===== config.mk =====
export PLATFORM = sky130hd
export DESIGN_NAME = apb_master_bridge
export DESIGN_NICKNAME = d
export VERILOG_FILES = /design/src/rtl/apb_pkg.sv /design/src/rtl/apb_wait_timer.sv /design/src/rtl/apb_master_bridge.sv
export SDC_FILE = /design/constraint.sdc
export NUM_CORES = 1
export LEC_CHECK = 0
export BUFFER_PORTS_ARGS = -buffer_cell sky130_fd_sc_hd__buf_2
export CELL_PAD_IN_SITES_DETAIL_PLACEMENT = 2
export CELL_PAD_IN_SITES_GLOBAL_PLACEMENT = 2
export CORE_AREA = 2 2 100 151
export DETAILED_ROUTE_END_ITERATION = 8
export DIE_AREA = 0 0 102 153
export GPL_TIMING_DRIVEN = 0
export PLACE_DENSITY_LB_ADDON = 0.1
export SLEW_MARGIN = 25
export SYNTH_ARGS = -nofsm -noshare
export SYNTH_HDL_FRONTEND = slang
export SYNTH_HIERARCHICAL = 1
export SYNTH_SLANG_ARGS = --single-unit

===== constraint.sdc =====
create_clock -name PCLK -period 3.9 [get_ports PCLK]
set_input_delay 0.39 -clock PCLK [delete_from_list [all_inputs] [get_ports PCLK]]
set_output_delay 0.39 -clock PCLK [all_outputs]
set_load 0.02 [all_outputs]

===== src/rtl/apb_pkg.sv =====
`default_nettype none
// ============================================================
// Package  : apb_pkg
// Brief    : Shared APB types (requester state, response codes).
// Revision : 1.0
// ============================================================
package apb_pkg;

  typedef enum logic [3:0] {
    MST_IDLE   = 4'b0001,
    MST_SETUP  = 4'b0010,
    MST_ACCESS = 4'b0100,
    MST_RESP   = 4'b1000
  } apb_mst_state_t;

  typedef enum logic [1:0] {
    RSP_OKAY     = 2'b00,
    RSP_SLVERR   = 2'b01,
    RSP_TIMEOUT  = 2'b10,
    RSP_MISALIGN = 2'b11
  } apb_rsp_t;

endpackage
`default_nettype wire


===== src/rtl/apb_wait_timer.sv =====
`default_nettype none
// ============================================================
// Module   : apb_wait_timer
// Brief    : ACCESS-phase wait counter; flags the last allowed wait cycle.
// Revision : 1.0
// ============================================================
module apb_wait_timer #(
  parameter int TIMEOUT = 16
) (
  input  logic PCLK,
  input  logic PRESETn,
  input  logic clr,
  input  logic inc,
  output logic expired
);

  localparam int CW = $clog2(TIMEOUT);
  localparam logic [CW-1:0] c_count_last = CW'(TIMEOUT - 1);

  logic [CW-1:0] r_count;

  always_ff @(posedge PCLK or negedge PRESETn) begin
    if (!PRESETn) begin
      r_count <= '0;
    end else if (clr) begin
      r_count <= '0;
    end else if (inc) begin
      r_count <= r_count + CW'(1);
    end
  end

  assign expired = (r_count == c_count_last);

endmodule
`default_nettype wire


===== src/rtl/apb_master_bridge.sv =====
`default_nettype none
// ============================================================
// Module   : apb_master_bridge
// Brief    : Single-outstanding APB4 requester with PREADY timeout and
//            word-alignment checking.
// Revision : 1.0
// ============================================================
module apb_master_bridge
  import apb_pkg::*;
#(
  parameter int AW      = 32,
  parameter int DW      = 32,
  parameter int SW      = DW / 8,
  parameter int TIMEOUT = 16
) (
  input  logic          PCLK,
  input  logic          PRESETn,
  input  logic          cmd_valid,
  output logic          cmd_ready,
  input  logic          cmd_write,
  input  logic [AW-1:0] cmd_addr,
  input  logic [DW-1:0] cmd_wdata,
  input  logic [SW-1:0] cmd_strb,
  input  logic [2:0]    cmd_prot,
  output logic          rsp_valid,
  input  logic          rsp_ready,
  output logic [DW-1:0] rsp_rdata,
  output logic [1:0]    rsp_code,
  output logic          PSEL,
  output logic          PENABLE,
  output logic          PWRITE,
  output logic [AW-1:0] PADDR,
  output logic [DW-1:0] PWDATA,
  output logic [SW-1:0] PSTRB,
  output logic [2:0]    PPROT,
  output logic          PNSE,
  input  logic [DW-1:0] PRDATA,
  input  logic          PREADY,
  input  logic          PSLVERR
);

  apb_mst_state_t r_state;
  apb_mst_state_t w_state_nxt;

  logic          w_misalign;
  logic          w_expired;
  logic          w_timer_clr;
  logic          w_timer_inc;
  logic          w_cmd_ready;
  logic          w_rsp_valid;
  logic          w_psel;
  logic          w_penable;

  logic [AW-1:0] r_paddr;
  logic          r_pwrite;
  logic [DW-1:0] r_pwdata;
  logic [SW-1:0] r_pstrb;
  logic [2:0]    r_pprot;
  apb_rsp_t      r_rsp_code;
  logic [DW-1:0] r_rsp_rdata;

  assign w_misalign = (cmd_addr[1:0] != 2'b00);

  always_ff @(posedge PCLK or negedge PRESETn) begin
    if (!PRESETn) begin
      r_state <= MST_IDLE;
    end else begin
      r_state <= w_state_nxt;
    end
  end

  // Control outputs are decoded from the state only, so PREADY and
  // rsp_ready never reach an output combinationally.
  always_comb begin
    w_state_nxt = r_state;
    w_cmd_ready = 1'b0;
    w_rsp_valid = 1'b0;
    w_psel      = 1'b0;
    w_penable   = 1'b0;
    w_timer_clr = 1'b0;
    w_timer_inc = 1'b0;
    unique case (r_state)
      MST_IDLE: begin
        w_cmd_ready = 1'b1;
        if (cmd_valid) begin
          w_state_nxt = w_misalign ? MST_RESP : MST_SETUP;
        end
      end
      MST_SETUP: begin
        w_psel      = 1'b1;
        w_timer_clr = 1'b1;
        w_state_nxt = MST_ACCESS;
      end
      MST_ACCESS: begin
        w_psel      = 1'b1;
        w_penable   = 1'b1;
        w_timer_inc = !PREADY;
        if (PREADY || w_expired) begin
          w_state_nxt = MST_RESP;
        end
      end
      MST_RESP: begin
        w_rsp_valid = 1'b1;
        if (rsp_ready) begin
          w_state_nxt = MST_IDLE;
        end
      end
      default: begin
        w_state_nxt = MST_IDLE;
      end
    endcase
  end

  apb_wait_timer #(
    .TIMEOUT (TIMEOUT)
  ) u_wait_timer (
    .PCLK    (PCLK),
    .PRESETn (PRESETn),
    .clr     (w_timer_clr),
    .inc     (w_timer_inc),
    .expired (w_expired)
  );

  always_ff @(posedge PCLK or negedge PRESETn) begin
    if (!PRESETn) begin
      r_paddr     <= '0;
      r_pwrite    <= 1'b0;
      r_pwdata    <= '0;
      r_pstrb     <= '0;
      r_pprot     <= '0;
      r_rsp_code  <= RSP_OKAY;
      r_rsp_rdata <= '0;
    end else begin
      if (r_state == MST_IDLE && cmd_valid) begin
        r_paddr  <= cmd_addr;
        r_pwrite <= cmd_write;
        r_pwdata <= cmd_wdata;
        r_pstrb  <= cmd_write ? cmd_strb : '0;
        r_pprot  <= cmd_prot;
        if (w_misalign) begin
          r_rsp_code  <= RSP_MISALIGN;
          r_rsp_rdata <= '0;
        end
      end
      // PREADY takes priority over an expiring wait counter.
      if (r_state == MST_ACCESS) begin
        if (PREADY) begin
          r_rsp_code  <= PSLVERR ? RSP_SLVERR : RSP_OKAY;
          r_rsp_rdata <= (!r_pwrite && !PSLVERR) ? PRDATA : '0;
        end else if (w_expired) begin
          r_rsp_code  <= RSP_TIMEOUT;
          r_rsp_rdata <= '0;
        end
      end
    end
  end

  assign cmd_ready = w_cmd_ready;
  assign rsp_valid = w_rsp_valid;
  assign rsp_code  = r_rsp_code;
  assign rsp_rdata = r_rsp_rdata;
  assign PSEL      = w_psel;
  assign PENABLE   = w_penable;
  assign PWRITE    = r_pwrite;
  assign PADDR     = r_paddr;
  assign PWDATA    = r_pwdata;
  assign PSTRB     = r_pstrb;
  assign PPROT     = r_pprot;
  assign PNSE      = 1'b0;

endmodule
`default_nettype wire


### Word-level counts from Yosys, hierarchy flattened

Index checks and enable logic that the tools add are counted.

* register bits after elaboration: 114
* bits in latches: 0
* bits in writable memories: 0
* memory bits (read-only): 0
* bits of input ports: 110
* memories: 0

* add/sub/neg operators: 1
* multipliers: 0
* div/mod/pow operators: 0
* order comparisons: 0
* equality and inequality tests: 8
* shift operators: 0
* muxes and demuxes: 26
* bitwise gates (word level): 0
* reduce and logical (&&, ||, !) cells: 10

Operators with widths (count)
* $mux W32: 6
* $mux W4: 7
* $pmux W4 S4: 1
* $mux W2: 5
* $eq A4 B4 Y1 const B: 2
* $mux W1: 7
* $ne A2 B2 Y1 const B: 3
* $add A4 B1 Y4 const B: 1
* $eq A4 B1 Y1 const B: 1
* $eq A4 B2 Y1 const B: 1
* $eq A4 B3 Y1 const B: 1
* $reduce_bool A2 Y1: 2
* $logic_not A1 Y1: 3
* $reduce_and A3 Y1: 1
* $logic_and A1 B1 Y1: 2
* $reduce_or A2 Y1: 1
* $logic_or A1 B1 Y1: 1

### Longest topological paths before layout

Gate-level depths: netlist of run 1.

* word-level depth: 6
* gate-level depth with buffers: 6
* depth with buffers taken out: 5

### Modules after synthesis

Netlist of run 1, hierarchy kept.

By module, submodules not included
* apb_master_bridge: instances 1, cells an instance 261, area each 4147.7 um2
* apb_wait_timer: instances 1, cells an instance 17, area each 198.9 um2

### Least setup slack after synthesis of run 1

Ideal clock, no wire load.

* path kind: reg-to-reg
* from: reg r_state[1]
* to: reg u_wait_timer.r_count[3]
* library setup time: 0.125 ns
* arrival time: 1.756 ns
* required time: 3.775 ns
* path slack: 2.019 ns
* stages on the path, launching flop included: 6
* path buffers: 1
* clock period less this slack: 1.881 ns
* path through: dfrtp_1 or4b_1 buf_2 nor2_1 nand4_1 mux2_4

* cells in the longest elaborated chain, start to end: 3
* elaborated cells between the ends (all ways): 6

RTL lines
* start: declaration: line apb_master_bridge.sv:42 `apb_mst_state_t r_state;`
* start signal: assignment: line apb_master_bridge.sv:68 `r_state <= w_state_nxt;`
* $eq A4 B3 Y1: line apb_master_bridge.sv:82 `unique case (r_state)`
* $mux W1: line apb_master_bridge.sv:82
* net w_timer_inc: line apb_master_bridge.sv:48 `logic w_timer_inc;`
* $reduce_bool A2 Y1 (no line)
* end signal: assignment: line apb_wait_timer.sv:28 `r_count <= r_count + CW'(1);`
* end: declaration: line apb_wait_timer.sv:20 `logic [CW-1:0] r_count;`

The timed path passes the listed nets, and every way through them passes these cells.
A chain may end at the register's enable or synchronous reset.

### Final worst setup path of run 1

* from: reg r_state[0]
* to: out cmd_ready

* cells in the longest elaborated chain, start to end: 2

RTL lines
* $eq A4 B1 Y1: line apb_master_bridge.sv:82
* $mux W1: line apb_master_bridge.sv:82
* end: declaration: line apb_master_bridge.sv:19 `output logic cmd_ready,`

No other way between the ends.

==> results.json, run 1 <==
{
  "fin_worst_skew_ps": 13.2,
  "place_ws_ps": 1690,
  "nFillCells": 1512,
  "hold_class": "input pin to flip-flop",
  "clock-sinks": 114,
  "wl_per_cell_um": 17.7,
  "grt_max_degree": 63,
  "drt_iter0_drc": 46,
  "ios": 221,
  "die_h_um": 153,
  "viasPerCell": 4.60,
  "hold_ws_ps": 186,
  "clk_latency_ps": 410,
  "setup_tns_ps": 0,
  "path_cells": "nor4b_1 -> buf_2 -> buf_2",
  "rsz0062_at_grt": "no",
  "finalMaxSlewViolations": 0,
  "cts_tree": "done",
  "layout-drive-gt1-share_pct": 64.8,
  "min_period_over_period_pct": 59.7,
  "cts.root.buffer_cell": "clkbuf_16",
  "die_w_um": 102,
  "slowest_delay_ps": 550,
  "min_period_ps": 2330,
  "path_delay_family": "flip-flops",
  "tightest_slew_ps": 626,
  "netlist_instances": 278,
  "max_freq_mhz": 430,
  "post_cts_buffers": 0,
  "power.total_mw": 5.14,
  "pwr_density_cell_mw_per_mm2": 814,
  "cp.required_ps": 3510,
  "cts_hold_buf": 1,
  "yosys.area.top_type": "dfrtp_1",
  "htree_levels": 4,
  "netlist_area_mm2": 0.00435,
  "cts_resized": 0,
  "grt_overflow": 0,
  "row_count": 54,
  "slew_headroom_pct": 58.1,
  "hpwlAfterDp_mm": 9.61,
  "crit_type": "flip-flop to output port",
  "routed_wl_mm": 12.8,
  "ir_drop_v": 0.000291,
  "grt_pass1_wl_mm": 20.3,
  "r2r_slack_ps": 1630,
  "grt_usage_pct": 17.3,
  "netlist.area_leader.share_pct": 65.1,
  "crit_path_end_kind": "output port",
  "path_common_cell": "buf_2",
  "fin_ws_ps": 1570,
  "ant_nets": 0,
  "clk_pin_slew_ps": 60,
  "path_buf_inv": 2,
  "hold_violations": 0,
  "cp_max_fo": 10,
  "cp_data_arrival_time_ps": 1940,
  "dieArea_mm2": 0.0156,
  "grt_pass1_vias": 3778,
  "ys_seq_elements": 114,
  "routed-via-count": 3329,
  "synth_area_per_cell_um2": 15.6,
  "portBuffers": 218,
  "gp_congestion": 0.725,
  "power.leakage_nw": 3.25,
  "most-common-layout-cells": "buf_2 (229), dfrtp_1 (113), mux2_2 (68)",
  "drcViolationCount": 0,
  "synth.area.top_cells": "dfrtp_1 (65%), mux2_2 (18%), a22o_1 (6.4%)",
  "cts_made_buffers": 17,
  "setup_viol": 0,
  "drv_cap": 0,
  "startpoint_type": "flip-flop",
  "antenna_found_initial": 0,
  "antennaDiodeCount": 0,
  "fin_nets": 628,
  "status": "completed",
  "syn-num-nets": 389,
  "yosysSeqAreaShare_pct": 65.7,
  "final_common_cell": "buf_2",
  "core_area_mm2": 0.0143,
  "syn_to_final_growth_pct": 45.2,
  "firstDrtPassIters": 4,
  "ys_warn_count": 6,
  "ys_types": 35,
  "slowest_stage": "dfstp_2",
  "cts_buffer_depth": 2,
  "start_util_pct": 30.3
}
worst reg2reg max path: stages, from the launching register on:
cell	delay, ps
dfstp_2	550
nor4b_1	440
buf_2	330
nand2_2	220
buf_2	290
mux2_2	300
area by class of cell:
type                       count  area (um^2)  area share (%)
sequential                   114         2850            45.2
multi-input combinational    145         1380            21.9
clock buffer                  19          443            7.02
timing repair buffer         220         1140            18.0
tap                          196          245            3.89
buffer                        17          105            1.67
clock inverter                11          139            2.20
inverter                       2         7.51           0.119
cell usage after synthesis:
master / instances
nand4_1: 5
a221oi_1: 1
ha_1: 1
and3_1: 1
conb_1: 1
nor4b_4: 1
a21bo_2: 5
clkbuf_1: 1
buf_2: 12
inv_1: 2
nor2b_1: 2
nand2_1: 1
nand2b_1: 2
nand3b_1: 1
buf_6: 3
o21a_1: 1
nor2_1: 6
o21ai_0: 1
nand3_1: 1
nand2_2: 1
a21oi_1: 3
a22o_1: 32
nor3_1: 1
or4b_1: 1
a2bb2oi_1: 1
o31ai_1: 2
xnor2_1: 1
mux2_4: 1
nor4b_1: 2
dfrtp_1: 113
mux2i_1: 1
dfstp_2: 1
mux2_2: 68
or4b_2: 1
buf_4: 1
worst paths after layout:
check | cells past startpoint | endpoint | startpoint
min reg2reg | 1 | PSTRB[3] | PSTRB[3]
max in group asynchronous | 3 | rsp_rdata[15] | PRESETn
min in group asynchronous | 2 | PPROT[1] | PRESETn
max reg2reg | 5 | PADDR[30] | r_state[0]
min | 2 | r_state[1] | cmd_addr[0]
max | 3 | cmd_ready | r_state[0]
state kept, by name, indices dropped and copies added, names as in the netlist:
name                  count
PWDATA                   32
PADDR                    32
PWRITE                    1
rsp_code                  2
PPROT                     3
u_wait_timer/r_count      4
r_state                   4
rsp_rdata                32
PSTRB                     4
power by group:
part | leakage [nW] | switching, mW | internal, mW
clock | 0.284 | 0.529 | 1.01
combinational | 1.55 | 1.05 | 0.752
sequential | 1.42 | 0.202 | 1.60
per-layer routing:
metal  wire (um)  GRT usage, %  part of all wire [%]
met1        4350          17.3                    34
met2        7470          32.4                    58
met3         809          5.26                   6.3
met4         186          6.35                   1.5
met5           0             0                     0
cell families after synthesis:
family | count (synthesis) | share of synthesized area [%]
flops | 114 | 65.7
mux | 70 | 18.2
compound gates | 46 | 8.98
simple gates | 26 | 4.00
buf+inv | 19 | 2.59
fa+ha+maj | 1 | 0.288
other cells | 1 | 0.0863
xor+xnor | 1 | 0.202
through the flow:
step	std cells	area (um^2)	utilization (%)
after global placement	692	5680	39.7
after CTS	724	6310	44.1
after global routing	724	6310	44.1
final	724	6310	44.1
after detailed placement	693	5720	39.9
after floorplan	278	4350	-
Power figures use the tool's default switching activity.
==> run 2: changes to the inputs <==
--- a/config.mk
+++ b/config.mk
@@ -8,9 +8,9 @@
 export BUFFER_PORTS_ARGS = -buffer_cell sky130_fd_sc_hd__buf_2
 export CELL_PAD_IN_SITES_DETAIL_PLACEMENT = 2
 export CELL_PAD_IN_SITES_GLOBAL_PLACEMENT = 2
-export CORE_AREA = 2 2 100 151
+export CORE_AREA = 2 2 109 164
 export DETAILED_ROUTE_END_ITERATION = 8
-export DIE_AREA = 0 0 102 153
+export DIE_AREA = 0 0 111 166
 export GPL_TIMING_DRIVEN = 0
 export PLACE_DENSITY_LB_ADDON = 0.1
 export SLEW_MARGIN = 25
==> constraint.sdc (replaced) <==
create_clock -name PCLK -period 2.08 [get_ports PCLK]
set_input_delay 0.208 -clock PCLK [delete_from_list [all_inputs] [get_ports PCLK]]
set_output_delay 0.208 -clock PCLK [all_outputs]
set_load 0.02 [all_outputs]
==> results.json, run 2 (same netlist as run 1, synthesis figures left out) <==
{
  "cp_max_fo": 7,
  "portBuffers": 218,
  "start_util_pct": 25.5,
  "ios": 221,
  "slowest_delay_ps": 560,
  "final_util_pct": 38.0,
  "crit_path_end_kind": "output port",
  "cts_made_buffers": 17,
  "pwr_density_cell_mw_per_mm2": 1530,
  "hold_violations": 0,
  "clk_latency_ps": 400,
  "power.leakage_nw": 3.31,
  "ir_drop_v": 0.000557,
  "drv_cap": 0,
  "fin_nets": 632,
  "grt_pass1_vias": 3783,
  "finalMaxSlewViolations": 0,
  "path_delay_family": "simple AND/OR/NAND/NOR gates",
  "drt_iter0_drc": 61,
  "gp_congestion": 0.742,
  "viasPerCell": 4.40,
  "fin_worst_skew_ps": 8.52,
  "layout-drive-gt1-share_pct": 65.3,
  "power.total_mw": 9.90,
  "max_freq_mhz": 501,
  "htree_levels": 4,
  "core_area_mm2": 0.0171,
  "startpoint_type": "flip-flop",
  "cp_data_arrival_time_ps": 1790,
  "dieArea_mm2": 0.0184,
  "die_h_um": 166,
  "drcViolationCount": 0,
  "cts.root.buffer_cell": "clkbuf_16",
  "clock-sinks": 114,
  "final_common_cell": "buf_2",
  "r2r_slack_ps": 100,
  "grt_usage_pct": 14.9,
  "routed_wl_mm": 13.1,
  "row_count": 59,
  "antenna_found_initial": 2,
  "nFillCells": 1825,
  "min_period_over_period_pct": 96.0,
  "register_area_mm2": 0.00285,
  "grt_overflow": 0,
  "cp.required_ps": 1870,
  "multiInputGateArea_mm2": 0.00142,
  "firstDrtPassIters": 3,
  "crit_type": "flip-flop to output port",
  "cts_tree": "done",
  "path_cells": "or4b_1 -> buf_6 -> inv_2 -> buf_2",
  "hold_class": "input pin to flip-flop",
  "status": "completed",
  "rsz0062_at_grt": "yes",
  "hpwlAfterDp_mm": 10.1,
  "grt_pass1_wl_mm": 21.2,
  "cts_buffer_depth": 2,
  "grt_max_degree": 59,
  "slowest_stage": "or4b_1",
  "die_w_um": 111,
  "clk_pin_slew_ps": 60,
  "path_buf_inv": 3,
  "most-common-layout-cells": "buf_2 (223), dfrtp_1 (113), mux2_2 (68)",
  "setup_viol": 0,
  "routed-via-count": 3289,
  "syn_to_final_growth_pct": 48.9,
  "min_period_ps": 2000,
  "ant_nets": 0,
  "wl_per_cell_um": 17.6
}
run 2: path summary, 6_finish.rpt:
kind                             from      endpoint  cells after the start
setup / recovery           r_state[1]       PENABLE                      4
hold / removal              PRDATA[4]  rsp_rdata[4]                      2
setup reg to reg           r_state[0]      PADDR[8]                      5
hold reg to reg              PSTRB[0]      PSTRB[0]                      1
max in group asynchronous     PRESETn    PWDATA[27]                      3
min in group asynchronous     PRESETn    PWDATA[17]                      2
run 2: worst register-to-register path: stages, from the launching register on:
cell     delay (ps)
dfstp_2         550
nor4b_4         310
buf_4           240
nand2_2         190
buf_2           280
mux2_2          300
run 2: power by group:
part | switching [mW] | total (mW) | internal (mW)
combinational | 1.96 | 3.41 | 1.46
clock | 1.02 | 3.11 | 2.09
sequential | 0.376 | 3.38 | 3.00
total | 3.35 | 9.90 | 6.55
run 2: routing by layer:
| layer | track usage, % | vias to the layer above | part of all wire (%) |
|---|---|---|---|
| li1 | - | 1499 | - |
| met1 | 15.7 | 1655 | 36 |
| met2 | 27.8 | 118 | 56 |
| met3 | 4.49 | 17 | 5.8 |
| met4 | 5.16 | 0 | 1.8 |
| met5 | 0 | - | 0 |
run 2: layout make-up:
| class | count | area share (%) |
|---|---|---|
| Antenna cell | 2 | 0.0773 |
| Buffer | 17 | 1.87 |
| Clock inverter | 9 | 2.38 |
| Multi-Input combinational cell | 145 | 21.9 |
| Sequential cell | 114 | 44.1 |
| Timing Repair Buffer | 224 | 18.2 |
| Clock buffer | 22 | 7.33 |
| Inverter | 2 | 0.116 |
| Tap cell | 213 | 4.12 |
run 2: repair_timing:
item | in CTS | in global routing
pin swaps | 0 | 1
setup endpoints to repair | 98 | 98
hold buffers | 3 | 0
endpoints found under the hold margin | 56 | 0
gates resized for setup | 3 | 14
setup buffers | 0 | 2
run 2: stage by stage:
stage	area, um^2	TNS [ps]	worst slack [ps]	std cells	hold slack, ps
4_1_cts	6410	-55.7	-8.80	744	4.81
2_1_floorplan	4350	0	199	278	-87.6
3_3_place_gp	5700	-83750	-711	709	410
6_report	6470	0	83.9	748	22.9
5_1_grt	6470	-49.6	-21.1	747	13.2
3_5_place_dp	5740	-7730	-134	710	173
==> run 3: changes to the inputs <==
--- a/config.mk
+++ b/config.mk
@@ -13,6 +13,7 @@
 export DIE_AREA = 0 0 111 166
 export GPL_TIMING_DRIVEN = 0
 export PLACE_DENSITY_LB_ADDON = 0.1
+export SETUP_SLACK_MARGIN = 0.2
 export SLEW_MARGIN = 25
 export SYNTH_ARGS = -nofsm -noshare
 export SYNTH_HDL_FRONTEND = slang
==> results.json, run 3 (same netlist as run 1, synthesis figures left out) <==
{
  "power.leakage_nw": 3.30,
  "path_buf_inv": 2,
  "hold_start": "PRDATA[29]",
  "ios": 221,
  "min_to": "rsp_rdata[29]",
  "clk_pin_slew_ps": 60,
  "path_delay_family": "simple AND/OR/NAND/NOR gates",
  "cts_made_buffers": 17,
  "grt_pass1_vias": 3761,
  "layout-drive-gt1-share_pct": 66.2,
  "clk_latency_ps": 400,
  "r2r_end": "rsp_rdata[30]",
  "setup_tns_ps": 0,
  "firstDrtPassIters": 4,
  "start_util_pct": 25.5,
  "r2r_slack_ps": 170,
  "power.total_mw": 9.70,
  "cp_max_fo": 7,
  "hold_class": "input pin to flip-flop",
  "cts_tree": "done",
  "die_w_um": 111,
  "setup_viol": 0,
  "cts_buffer_depth": 2,
  "fin_nets": 633,
  "core_area_mm2": 0.0171,
  "htree_levels": 4,
  "row_count": 59,
  "cp.required_ps": 1870,
  "slowest_stage": "or4b_4",
  "drcViolationCount": 0,
  "slowest_delay_ps": 530,
  "status": "completed",
  "routed-via-count": 3338,
  "max_freq_mhz": 518,
  "gp_congestion": 0.720,
  "pwr_density_cell_mw_per_mm2": 1490,
  "final_common_cell": "buf_2",
  "syn_to_final_growth_pct": 49.3,
  "reg2reg_from": "r_state[1]",
  "most-common-layout-cells": "buf_2 (217), dfrtp_1 (112), mux2_2 (68)",
  "cp_data_arrival_time_ps": 1720,
  "rsz0062_at_grt": "yes",
  "ant_nets": 0,
  "clock-sinks": 114,
  "grt_usage_pct": 14.9,
  "grt_overflow": 0,
  "viasPerCell": 4.45,
  "drt_iter0_drc": 57,
  "min_period_over_period_pct": 92.9,
  "antenna_found_initial": 2,
  "die_h_um": 166,
  "finalMaxSlewViolations": 0,
  "routed_wl_mm": 13.3,
  "grt_max_degree": 72,
  "drv_cap": 0,
  "hold_violations": 0,
  "crit_cells": 4,
  "grt_pass1_wl_mm": 21.4,
  "dieArea_mm2": 0.0184,
  "worstRegToRegCells": 6,
  "ir_drop_v": 0.000612,
  "portBuffers": 218,
  "slew_headroom_pct": 67.0,
  "path_cells": "or4b_4 -> buf_8 -> nand2_2 -> buf_6",
  "wl_per_cell_um": 17.7,
  "crit_type": "flip-flop to output port",
  "crit_path_end_kind": "output port",
  "hpwlAfterDp_mm": 9.94,
  "fin_worst_skew_ps": 10.2,
  "hold_path_depth": 2,
  "startpoint_type": "flip-flop",
  "tightest_slew_ps": 487,
  "cts.root.buffer_cell": "clkbuf_16",
  "min_period_ps": 1930
}
[run 3: cell count changes in the layout (fill, tap and decap cells not counted), sizes merged]
cell,before,now
bufinv,4,2
inv,2,4
buf,236,237
clkinv,3,5
clkbuf,24,21
clkinvlp,2,4
[run 3: layout make-up]
cell class / instances / area, um^2
Timing Repair Buffer: 225 / 1200
Tap cell: 213 / 267
Multi-Input combinational cell: 145 / 1440
Clock inverter: 13 / 136
Buffer: 17 / 149
Inverter: 2 / 10.0
Clock buffer: 19 / 433
Fill cell: 1806 / 10600
Antenna cell: 2 / 5.00
Sequential cell: 114 / 2860
[run 3: worst max-delay path by stage]
stage               start    endpoint  slack, ps
2_1_floorplan  r_state[0]    PADDR[0]        260
3_3_place_gp      PRESETn   PADDR[28]       -680
6_report       r_state[1]        PSEL        150
5_1_grt        r_state[1]        PSEL         90
3_5_place_dp   r_state[0]  PWDATA[13]       -110
4_1_cts        r_state[1]     PENABLE        120
[run 3: report_power, final]
group          internal (mW)  total (mW)  switching, mW
sequential              3.00        3.38          0.380
combinational           1.50        3.49           1.99
clock                   1.76        2.83           1.07
[run 3: per-stage QoR]
step | cells | area [um^2] | worst slack (ps) | utilization (%) | hold WS, ps
after floorplan | 278 | 4350 | 260 | - | -87.6
after global placement | 709 | 5710 | -685 | 33.5 | 410
after detailed placement | 710 | 5740 | -109 | 33.7 | 130
after CTS | 746 | 6430 | 115 | 37.7 | 4.35
after global routing | 750 | 6490 | 92.2 | 38.1 | 19.4
final | 750 | 6490 | 149 | 38.1 | 18.1
[run 3: per-layer routing]
layer,track usage [%],routed length [um],up-vias
met2,27.8,7680,114
met5,0,0,-
met1,16.3,4720,1706
li1,-,-,1503
met4,5.33,280,0
met3,3.47,603,15
[run 3: what timing repair did]
item                                    CTS  global route
endpoints found under the setup margin  107            99
pin swaps                                 2             1
buffers inserted                          1             2
hold endpoints to repair                 43             0
hold buffers                              3             0
resized for setup                        23            10
